[config.mk]
export PLATFORM = sky130hd
export DESIGN_NAME = br_rs
export DESIGN_NICKNAME = d
export VERILOG_FILES = /design/src/rtl/rv32i_types.sv /design/src/rtl/br_rs_select.sv /design/src/rtl/br_rs.sv
export SDC_FILE = /design/constraint.sdc
export NUM_CORES = 2
export LEC_CHECK = 0
export BUFFER_PORTS_ARGS = -buffer_cell sky130_fd_sc_hd__buf_2
export CAP_MARGIN = 30
export CORE_ASPECT_RATIO = 0.7
export CORE_MARGIN = 8
export CORE_UTILIZATION = 40
export CTS_BUF_LIST = sky130_fd_sc_hd__clkbuf_2 sky130_fd_sc_hd__clkbuf_4 sky130_fd_sc_hd__clkbuf_8
export DETAILED_ROUTE_END_ITERATION = 8
export PLACE_DENSITY = 0.65
export SYNTH_ARGS = -nofsm -noshare
export SYNTH_HDL_FRONTEND = slang
export SYNTH_HIERARCHICAL = 1
export SYNTH_SLANG_ARGS = --single-unit
[constraint.sdc]
create_clock -name clk -period 3 [get_ports clk]
set_input_delay 0.15 -clock clk [delete_from_list [all_inputs] [get_ports clk]]
set_output_delay 0.15 -clock clk [all_outputs]
set_load 0.01 [all_outputs]
[src/rtl/rv32i_types.sv]
`default_nettype none
// ============================================================================
//  Module      : rv32i_types (package)
//  Description : Shared RV32I out-of-order types: dispatched instruction,
//                decoded control word, branch funct3 codes and the branch
//                reservation-station entry.
//  Revision    : 1.0  initial release
// ============================================================================
package rv32i_types;

    // Widest physical tag any RS instance may use; narrower tags are zero-extended.
    localparam int c_RS_TAG_W = 8;

    // Branch funct3 encodings (cmp_op).
    localparam logic [2:0] c_F3_BEQ  = 3'b000;
    localparam logic [2:0] c_F3_BNE  = 3'b001;
    localparam logic [2:0] c_F3_BLT  = 3'b100;
    localparam logic [2:0] c_F3_BGE  = 3'b101;
    localparam logic [2:0] c_F3_BLTU = 3'b110;
    localparam logic [2:0] c_F3_BGEU = 3'b111;

    // Control-transfer opcodes handled by the branch RS.
    localparam logic [6:0] c_OP_BRANCH = 7'b1100011;
    localparam logic [6:0] c_OP_JAL    = 7'b1101111;
    localparam logic [6:0] c_OP_JALR   = 7'b1100111;

    typedef struct packed {
        logic [31:0] pc;
        logic [31:0] imm;
        logic [6:0]  opcode;
        logic [31:0] rs1_data;
        logic [31:0] rs2_data;
    } ooo_instr_t;

    typedef struct packed {
        logic [2:0] cmp_op;
        logic       is_jump;
    } ctrl_word_t;

    typedef struct packed {
        ooo_instr_t              instr;
        ctrl_word_t              ctrl;
        logic [c_RS_TAG_W-1:0]   rs1_tag;
        logic [c_RS_TAG_W-1:0]   rs2_tag;
        logic                    rs1_rdy;
        logic                    rs2_rdy;
        logic                    valid;
    } rs_entry_t;

    localparam rs_entry_t c_RS_EMPTY = '0;

    // An entry may issue once it holds both operand values.
    function automatic logic entry_ready(input rs_entry_t e);
        return e.valid && e.rs1_rdy && e.rs2_rdy;
    endfunction

endpackage
`default_nettype wire

[src/rtl/br_rs_select.sv]
`default_nettype none
// ============================================================================
//  Module      : br_rs_select
//  Description : Oldest-first priority encoder over the RS ready vector.
//                Slot 0 is the oldest entry, so the lowest set bit wins.
//  Revision    : 1.0  initial release
// ============================================================================
module br_rs_select #(
    parameter int DEPTH = 4
) (
    input  logic [DEPTH-1:0]         req,
    output logic [$clog2(DEPTH)-1:0] idx,
    output logic                     found
);
    localparam int IDX_W = $clog2(DEPTH);

    // Scan from youngest to oldest so the oldest requester is written last.
    always_comb begin
        idx   = '0;
        found = 1'b0;
        for (int i = DEPTH - 1; i >= 0; i--) begin
            if (req[i]) begin
                idx   = IDX_W'(i);
                found = 1'b1;
            end
        end
    end

endmodule
`default_nettype wire

[src/rtl/br_rs.sv]
`default_nettype none
// ============================================================================
//  Module      : br_rs
//  Description : Branch reservation station. Age-ordered collapsing queue
//                with CDB wakeup, dispatch-time CDB bypass, oldest-ready
//                selection and a single registered issue stage.
//  Revision    : 1.0  initial release
// ============================================================================
module br_rs
    import rv32i_types::*;
#(
    parameter int DEPTH = 4,
    parameter int TAG_W = 5
) (
    input  logic                     clk,
    input  logic                     rst_n,
    input  logic                     flush,
    input  logic                     disp_valid,
    output logic                     disp_ready,
    input  ooo_instr_t               disp_instr,
    input  ctrl_word_t               disp_ctrl,
    input  logic [TAG_W-1:0]         disp_rs1_tag,
    input  logic [TAG_W-1:0]         disp_rs2_tag,
    input  logic                     disp_rs1_rdy,
    input  logic                     disp_rs2_rdy,
    input  logic                     cdb_valid,
    input  logic [TAG_W-1:0]         cdb_tag,
    input  logic [31:0]              cdb_data,
    output logic                     iss_valid,
    output ooo_instr_t               iss_instr,
    output ctrl_word_t               iss_ctrl,
    input  logic                     iss_ready,
    output logic [$clog2(DEPTH):0]   occupancy
);
    localparam int IDX_W = $clog2(DEPTH);
    localparam int OCC_W = IDX_W + 1;

    // TAG_W must not exceed c_RS_TAG_W; stored tags are zero-extended.
    rs_entry_t              r_ent   [DEPTH];
    rs_entry_t              w_woken [DEPTH];
    rs_entry_t              w_col   [DEPTH];
    rs_entry_t              w_next  [DEPTH];
    rs_entry_t              w_disp_ent;
    logic [DEPTH-1:0]       w_rdy_vec;
    logic [IDX_W-1:0]       w_sel_idx;
    logic                   w_found;
    logic [OCC_W-1:0]       r_occ;
    logic [OCC_W-1:0]       w_occ_rem;
    logic [OCC_W-1:0]       w_occ_next;
    logic                   w_out_load;
    logic                   w_issue;
    logic                   w_disp_fire;
    logic [c_RS_TAG_W-1:0]  w_cdb_tag_ext;
    logic                   r_iss_valid;
    ooo_instr_t             r_iss_instr;
    ctrl_word_t             r_iss_ctrl;

    assign w_cdb_tag_ext = c_RS_TAG_W'(cdb_tag);

    // Credit comes only from registered occupancy, never from a same-cycle issue.
    assign disp_ready  = (r_occ < OCC_W'(DEPTH)) && !flush;
    assign w_disp_fire = disp_valid && disp_ready;
    assign w_out_load  = !r_iss_valid || iss_ready;
    assign w_issue     = w_found && w_out_load;
    assign w_occ_rem   = r_occ - {{IDX_W{1'b0}}, w_issue};
    assign w_occ_next  = w_occ_rem + {{IDX_W{1'b0}}, w_disp_fire};

    // Selection looks at registered readiness, so a wakeup costs one cycle.
    always_comb begin
        w_rdy_vec = '0;
        for (int i = 0; i < DEPTH; i++) begin
            w_rdy_vec[i] = entry_ready(r_ent[i]);
        end
    end

    br_rs_select #(
        .DEPTH (DEPTH)
    ) u_select (
        .req   (w_rdy_vec),
        .idx   (w_sel_idx),
        .found (w_found)
    );

    // CDB wakeup of held entries waiting on the broadcast tag.
    always_comb begin
        for (int i = 0; i < DEPTH; i++) begin
            w_woken[i] = r_ent[i];
            if (cdb_valid && r_ent[i].valid) begin
                if (!r_ent[i].rs1_rdy && (r_ent[i].rs1_tag == w_cdb_tag_ext)) begin
                    w_woken[i].rs1_rdy        = 1'b1;
                    w_woken[i].instr.rs1_data = cdb_data;
                end
                if (!r_ent[i].rs2_rdy && (r_ent[i].rs2_tag == w_cdb_tag_ext)) begin
                    w_woken[i].rs2_rdy        = 1'b1;
                    w_woken[i].instr.rs2_data = cdb_data;
                end
            end
        end
    end

    // Incoming entry, capturing a same-cycle broadcast for a pending source.
    always_comb begin
        w_disp_ent         = c_RS_EMPTY;
        w_disp_ent.valid   = 1'b1;
        w_disp_ent.instr   = disp_instr;
        w_disp_ent.ctrl    = disp_ctrl;
        w_disp_ent.rs1_tag = c_RS_TAG_W'(disp_rs1_tag);
        w_disp_ent.rs2_tag = c_RS_TAG_W'(disp_rs2_tag);
        w_disp_ent.rs1_rdy = disp_rs1_rdy;
        w_disp_ent.rs2_rdy = disp_rs2_rdy;
        if (!disp_rs1_rdy && cdb_valid && (w_disp_ent.rs1_tag == w_cdb_tag_ext)) begin
            w_disp_ent.rs1_rdy        = 1'b1;
            w_disp_ent.instr.rs1_data = cdb_data;
        end
        if (!disp_rs2_rdy && cdb_valid && (w_disp_ent.rs2_tag == w_cdb_tag_ext)) begin
            w_disp_ent.rs2_rdy        = 1'b1;
            w_disp_ent.instr.rs2_data = cdb_data;
        end
    end

    // Collapse: slots at or above the issued one take their younger neighbour.
    for (genvar i = 0; i < DEPTH; i++) begin : g_collapse
        if (i < DEPTH - 1) begin : g_shift
            assign w_col[i] = (w_issue && (IDX_W'(i) >= w_sel_idx)) ? w_woken[i+1] : w_woken[i];
        end else begin : g_last
            assign w_col[i] = w_issue ? c_RS_EMPTY : w_woken[i];
        end
    end

    // New entry lands at the first free slot after the collapse.
    always_comb begin
        w_next = w_col;
        if (w_disp_fire) begin
            w_next[w_occ_rem[IDX_W-1:0]] = w_disp_ent;
        end
    end

    // Entry array and occupancy; flush drops everything including this cycle's dispatch.
    always_ff @(posedge clk or negedge rst_n) begin
        if (!rst_n) begin
            for (int i = 0; i < DEPTH; i++) r_ent[i] <= c_RS_EMPTY;
            r_occ <= '0;
        end else if (flush) begin
            for (int i = 0; i < DEPTH; i++) r_ent[i] <= c_RS_EMPTY;
            r_occ <= '0;
        end else begin
            for (int i = 0; i < DEPTH; i++) r_ent[i] <= w_next[i];
            r_occ <= w_occ_next;
        end
    end

    // Issue register: reload when empty or consumed, otherwise hold stable.
    always_ff @(posedge clk or negedge rst_n) begin
        if (!rst_n) begin
            r_iss_valid <= 1'b0;
            r_iss_instr <= '0;
            r_iss_ctrl  <= '0;
        end else if (flush) begin
            r_iss_valid <= 1'b0;
        end else if (w_out_load) begin
            r_iss_valid <= w_issue;
            if (w_issue) begin
                r_iss_instr <= r_ent[w_sel_idx].instr;
                r_iss_ctrl  <= r_ent[w_sel_idx].ctrl;
            end
        end
    end

    assign iss_valid = r_iss_valid;
    assign iss_instr = r_iss_instr;
    assign iss_ctrl  = r_iss_ctrl;
    assign occupancy = r_occ;

    a_occ_max : assert property (@(posedge clk) disable iff (!rst_n)
        r_occ <= OCC_W'(DEPTH));
    a_no_underflow : assert property (@(posedge clk) disable iff (!rst_n)
        !(w_issue && (r_occ == '0)));

endmodule
`default_nettype wire

# [After elaboration in Yosys (flattened, before gate mapping)]
# Cells that the tools add are included.
[totals] mem_bits_ro=0 mem_bits_rw=0 word_cells=176 latch_bits=0 out_inout_bits=144 inputBits=194 reg_bits=775 mem_count=0
[op_classes] shift=0 n_addsub=2 mux=51 n_reduce_logical=46 bitwise_logic=3 order_cmp=7 multipliers=0 eq_ne=10 n_div=0
[ops] op="$mux W632" count=2
[ops] op="$mux W158" count=7
[ops] op="$bwmux W632" count=1
[ops] op="$mux W32" count=10
[ops] op="$bmux W158 S2" count=1
[ops] op="$demux W158 S2" count=1
[ops] op="$mux W64" count=4
[ops] op="$eq A8 B5 Y1" count=8
[ops] op="$logic_and A1 B1 Y1" count=31
[ops] op="$mux W1" count=16
[ops] op="$mux W2" count=8
[ops] op="$logic_not A1 Y1" count=12
[ops] op="$eq A5 B5 Y1" count=2
[ops] op="$ge A3 B3 Y1 const B" count=2
[ops] op="$not A2 Y3" count=2
[ops] op="$ge A1 B2 Y1 const A" count=2
[ops] op="$add A3 B1 Y3" count=1
[ops] op="$lt A3 B1 Y1 const B" count=1
[ops] op="$lt A3 B3 Y1 const B" count=1
[ops] op="$mux W3" count=1
[ops] op="$reduce_and A3 Y1" count=1
[ops] op="$sub A3 B1 Y3" count=1
[ops] op="$ge A2 B2 Y1 const A" count=1
[ops] op="$reduce_bool A2 Y1" count=1
[ops] op="other kinds (2)" count=2

# [Logic depth before layout (Yosys ltp)]
[depth] depth_word=16 mapped_depth=16 ltp_nobuf=13

# [Hierarchy]
# Netlist, hierarchy kept.
[modules_own_cells] mod="br_rs" area_per_inst_um2=40562.7 seq_area_each_um2=19393.6 cells_per_inst=4016 n_inst=1
[modules_own_cells] mod="br_rs_select" area_per_inst_um2=35.0 seq_area_each_um2=0.0 cells_per_inst=7 n_inst=1

# [Least setup slack after synthesis]
# OpenSTA, ideal clock, no wires.
[synth_path] kind="register -> register" from="register r_ent[1] (netlist name)" to="register r_ent[369] (netlist name)" synth_period_minus_slack_ps=3130 required_time_ps=2913 path_slack_ps=-130 path_buffers=3 setup_time_ps=87 arrival_ps=3043 path_stages_with_launch=17 cell_sequence="dfrtp_1 > and3_1 > nor2_1 > nand2_1 > clkbuf_1 > nand2_1 > inv_1 > ha_1 > ha_1 > inv_1 > nor3_1 > or2_2 > buf_2 > nor3_1 > buf_2 > a22oi_1 > o211ai_1"
[synth_between] elab_chain_len=15 word_cells_on_any_way=23 cone_classes="1 x add/sub; 3 x order compare; 14 x mux; 1 x bitwise; 4 x reduce/logical"
[synth_rtl] element="$logic_and A1 B1 Y1 *" line_no="rv32i_types.sv:54" text="return e.valid && e.rs1_rdy && e.rs2_rdy;"
[synth_rtl] element="via w_rdy_vec[3]" line_no="br_rs.sv:44" text="logic [DEPTH-1:0] w_rdy_vec;"
[synth_rtl] element="$mux W1 * (4 in a row)" line_no="br_rs_select.sv:22" text="if (req[i]) begin"
[synth_rtl] element="via w_found" line_no="br_rs.sv:46" text="logic w_found;"
[synth_rtl] element="$logic_and A1 B1 Y1 *" line_no="br_rs.sv:64" text="assign w_issue = w_found && w_out_load;"
[synth_rtl] element="$sub A3 B1 Y3" line_no="br_rs.sv:65" text="assign w_occ_rem = r_occ - {{IDX_W{1'b0}}, w_issue};"
[synth_rtl] element="$not A2 Y3 (not written as such)" line_no="br_rs.sv:134" text="w_next[w_occ_rem[IDX_W-1:0]] = w_disp_ent;"
[synth_rtl] element="$ge A3 B3 Y1 (not written as such) or $lt A3 B1 Y1 (tied branches)" line_no="br_rs.sv:134"
[synth_rtl] element="$logic_and A1 B1 Y1 (not written as such)" line_no="br_rs.sv:134"
[synth_rtl] element="$mux W158 (not written as such)" line_no="br_rs.sv:134"
[synth_rtl] element="$demux W158 S2" line_no="br_rs.sv:134"
[synth_rtl] element="$bwmux W632" line_no="br_rs.sv:134"
[synth_rtl] element="$mux W632 *" line_no="br_rs.sv:133" text="if (w_disp_fire) begin"
[synth_rtl] element="$mux W632 *" line_no="br_rs.sv:143" text="end else if (flush) begin"
# The timed path passes the listed nets; every way through them passes the cells marked *.
# A chain may end at the register's enable or synchronous reset.

# [Final worst setup path]
[layout_path] from="input disp_rs1_tag[0]" to="register r_ent[377] (netlist name)"
[layout_between] elab_chain_len=6
[layout_rtl] element="start: declaration" line_no="br_rs.sv:22" text="input logic [TAG_W-1:0] disp_rs1_tag,"
[layout_rtl] element="$eq A5 B5 Y1" line_no="br_rs.sv:111" text="if (!disp_rs1_rdy && cdb_valid && (w_disp_ent.rs1_tag == w_cdb_tag_ext)) begin"
[layout_rtl] element="$logic_and A1 B1 Y1" line_no="br_rs.sv:111"
[layout_rtl] element="$mux W32" line_no="br_rs.sv:111"
[layout_rtl] element="$bwmux W632" line_no="br_rs.sv:134"
[layout_rtl] element="$mux W632" line_no="br_rs.sv:133"
[layout_rtl] element="$mux W632" line_no="br_rs.sv:143"
# No other way between the ends.

==> results.py <==
metrics = {
    "sta": {
        "max-slew-margin-rel": 0.294,
        "hold_slack_ps": 96.7,
        "fin_crit_sh": 0.978,
        "clock_skew_ps": 43.3,
        "rsz0062_at_grt": "false",
        "finalSetupViolCount": 0,
        "finalHoldViolCount": 0,
        "slew_violations": 0,
        "period_needed_ps": 2930,
        "tightest_slew_ps": 1060,
        "fmax_mhz": 341,
    },
    "placed_design": {
        "placed_area_mm2": 0.0445,
        "hpwl_um": 90000,
        "gp_congestion": 0.857,
        "port_buffers": 337,
    },
    "clock_network": {
        "cts_inserted_buffers": 133,
        "clockRootBuffer": "clkbuf_8",
        "cts_tree": "done",
        "clkSlewWorstSetupHoldPaths_ps": 60,
        "cts.sinks": 775,
        "clk_path_buf_depth": 3,
        "clk_latency_ps": 850,
        "htreeDepth": 4,
    },
    "worst_setup_path": {
        "cp-startpoint": "disp_rs1_tag[0]",
        "worst_path_largest_cell_delay_ps": 640,
        "crit_cells": 10,
        "path_class": "in2reg",
        "startpoint_type": "input port",
        "critPathCaptureType": "register",
        "crit_chain": "dlygate4sd3_1 > buf_2 > xor2_1 > nor4_2 > nand4b_4 > buf_12 > mux2_4 > dlygate4sd3_1 > a22oi_1 > nand3_1",
        "crit_family": "buffers and inverters",
        "worst-path-max-fanout": 23,
        "r2r-end": "r_ent[211]",
        "crit_buf_inv": 4,
        "crit_end": "r_ent[377]",
        "cpMostUsedCell": "dlygate4sd3_1",
        "reg2regPathDepth": 15,
        "timing.rr.start": "r_ent[159]",
        "crit_required_ps": 3700,
        "slowest_stage": "dlygate4sd3_1",
        "reg2reg_slack_ps": 100,
        "cp.arrival_ps": 3630,
    },
    "die": {
        "dieArea_mm2": 0.112,
        "start_util": 0.404,
        "rows": 97,
        "io_pins": 338,
        "core-area_mm2": 0.100,
        "die_w_um": 397,
        "die_h_um": 283,
    },
    "finish": {
        "drive_above_1_share": 0.243,
        "layout.nets": 4656,
        "fin_area_mm2": 0.0498,
        "area_growth_pct": 22.7,
    },
    "global_routing": {
        "antenna_found_initial": 11,
        "grt_usage": 0.262,
        "grt-ovfl-total": 0,
        "grt_max_degree": 164,
        "grt_pass1_wl_um": 229000,
        "grt_pass1_vias": 36800,
    },
    "synth": {
        "yosys.area.top_type_share": 0.478,
        "synth_flop_cell": "dfrtp_1",
        "synth_edf_count": 0,
        "ys_seq_elements": 775,
        "synth_nets": 4221,
        "synth.most_common_cell": "nand2_1",
        "ys_top_cells_by_count": "789 x nand2_1, 775 x dfrtp_1, 436 x nor2_1",
        "ys_seq_area_frac": 0.478,
        "netlist_area_mm2": 0.0406,
        "synthArstFlopShare": 1.00,
        "yosysTopAreaCell": "dfrtp_1",
        "syn_inst": 4023,
        "synth.distinct_cells": 63,
        "yosys_warnings": 6,
        "synthTopCellsByArea": "dfrtp_1 48%, mux4_2 7.7%, nand2_1 7.3%",
        "avgSynthCellArea_um2": 10.1,
    },
    "routing": {
        "top_layer": "met5",
        "ant_nets": 0,
        "firstDrtPassIters": 8,
        "drt_wl_total_um": 152000,
        "drt_iter0_drc": 4560,
        "wl_met2_um": 66100,
        "met1_length_um": 63300,
        "viasPerCell": 6.23,
        "drc": 0,
        "vias": 36800,
        "wire_per_inst_um": 25.7,
        "wl_met3_um": 17100,
    },
    "power_and_ir_drop": {
        "finalPower_uw": 24900,
        "p_per_area_mw_per_mm2": 501,
        "p_leak_uw": 0.0217,
        "peakVddDrop_v": 0.000292,
    },
    "min_path": {
        "holdCritPathClass": "in2reg",
    },
    "flow_run": {
        "max_cap_viol_count": 0,
    },
    "status": {
        "outcome": "finished clean",
    },
}
## registers in the layout, indices dropped and copies added, names as in the netlist
name       count
iss_ctrl       4
r_ent        632
iss_instr    135
occupancy      3
iss_valid      1
## cell families (layout without fill, tap and decap cells)
group	Yosys count	count (layout)	share of synthesized area
AOI/OAI and AO/OA	852	852	0.160
xor gates and xnor gates	52	52	0.0112
adders and majority gates	4	4	0.00123
buffers and inverters	420	951	0.0427
DFF	775	775	0.478
muxes	414	414	0.153
other	0	10	0
and+or+nand+nor	1506	1506	0.154
## power breakdown
part / internal, uW / switching [uW]
Combinational: 1130 / 1630
Sequential: 10900 / 325
Clock: 6140 / 4840
## worst register-to-register path, cell delays in order (launching register included)
cell       delay [ps]
dfrtp_1           380
and3_1            220
nor2_4            140
nand2_2            90
nand2_4            60
inv_1              50
ha_1              210
ha_4              290
buf_4             130
nor3_4             50
buf_6             150
buf_8             150
buf_12            130
bufbuf_16         310
o2bb2ai_1         140
nor4_1            300
## layer usage
metal | vias to the layer above | GRT usage
met2 | 2238 | 0.383
met1 | 18500 | 0.360
met5 | - | 0
li1 | 15600 | -
met4 | 4 | 0.108
met3 | 357 | 0.0822
## cell type report
type,count,area [um^2]
sequential,775,19400
inverter,10,37.5
fill,8912,50500
antenna,10,25.0
timing repair buffer,710,5960
multi-input combinational,2828,19700
clock inverter,33,482
tap,1336,1670
clock buffer,198,2520
## timing repair
action | 4_1_cts | 5_1_grt
endpoints found under the setup margin | 22 | 291
cloned | 2 | 4
pin swaps | 1 | 8
resized for setup | 5 | 18
hold endpoints to repair | 1382 | 0
hold buffers | 199 | 0
buffers inserted | 1 | 4
## placed cells by master (no fill, tap or decap), types with 103 or more instances in the layout
cell / Yosys / layout
nor2_1: 436 / 426
nand2_1: 789 / 784
buf_2: 78 / 335
mux4_2: 139 / 139
a21oi_1: 141 / 141
a311oi_1: 251 / 251
o221ai_1: 123 / 123
dfrtp_1: 775 / 775
mux2_2: 143 / 143
clkbuf_8: 0 / 166
nand3_1: 113 / 108
dlygate4sd3_1: 0 / 198
mux2i_1: 104 / 103
## worst min-delay path by stage
stage	start	endpoint	slack [ps]	cells past startpoint
after global routing	disp_instr[87]	r_ent[110]	80	4
final	cdb_valid	r_ent[476]	100	3
after floorplan	rst_n	iss_ctrl[0]	-150	0
after global placement	rst_n	iss_instr[46]	190	1
after CTS	cdb_valid	r_ent[476]	8	3
after detailed placement	rst_n	iss_instr[50]	190	1
## through the flow
| step | worst slack [ps] | TNS, ps | utilization | cells |
|---|---|---|---|---|
| after floorplan | 56.4 | 0 | - | 4023 |
| after global placement | 22.6 | 0 | 0.443 | 5448 |
| after detailed placement | -89.5 | -311 | 0.443 | 5448 |
| after CTS | 11.7 | 0 | 0.494 | 5881 |
| after global routing | 8.29 | 0 | 0.496 | 5899 |
| final | 66.2 | 0 | 0.496 | 5900 |
(Power assumes the default switching activity.)
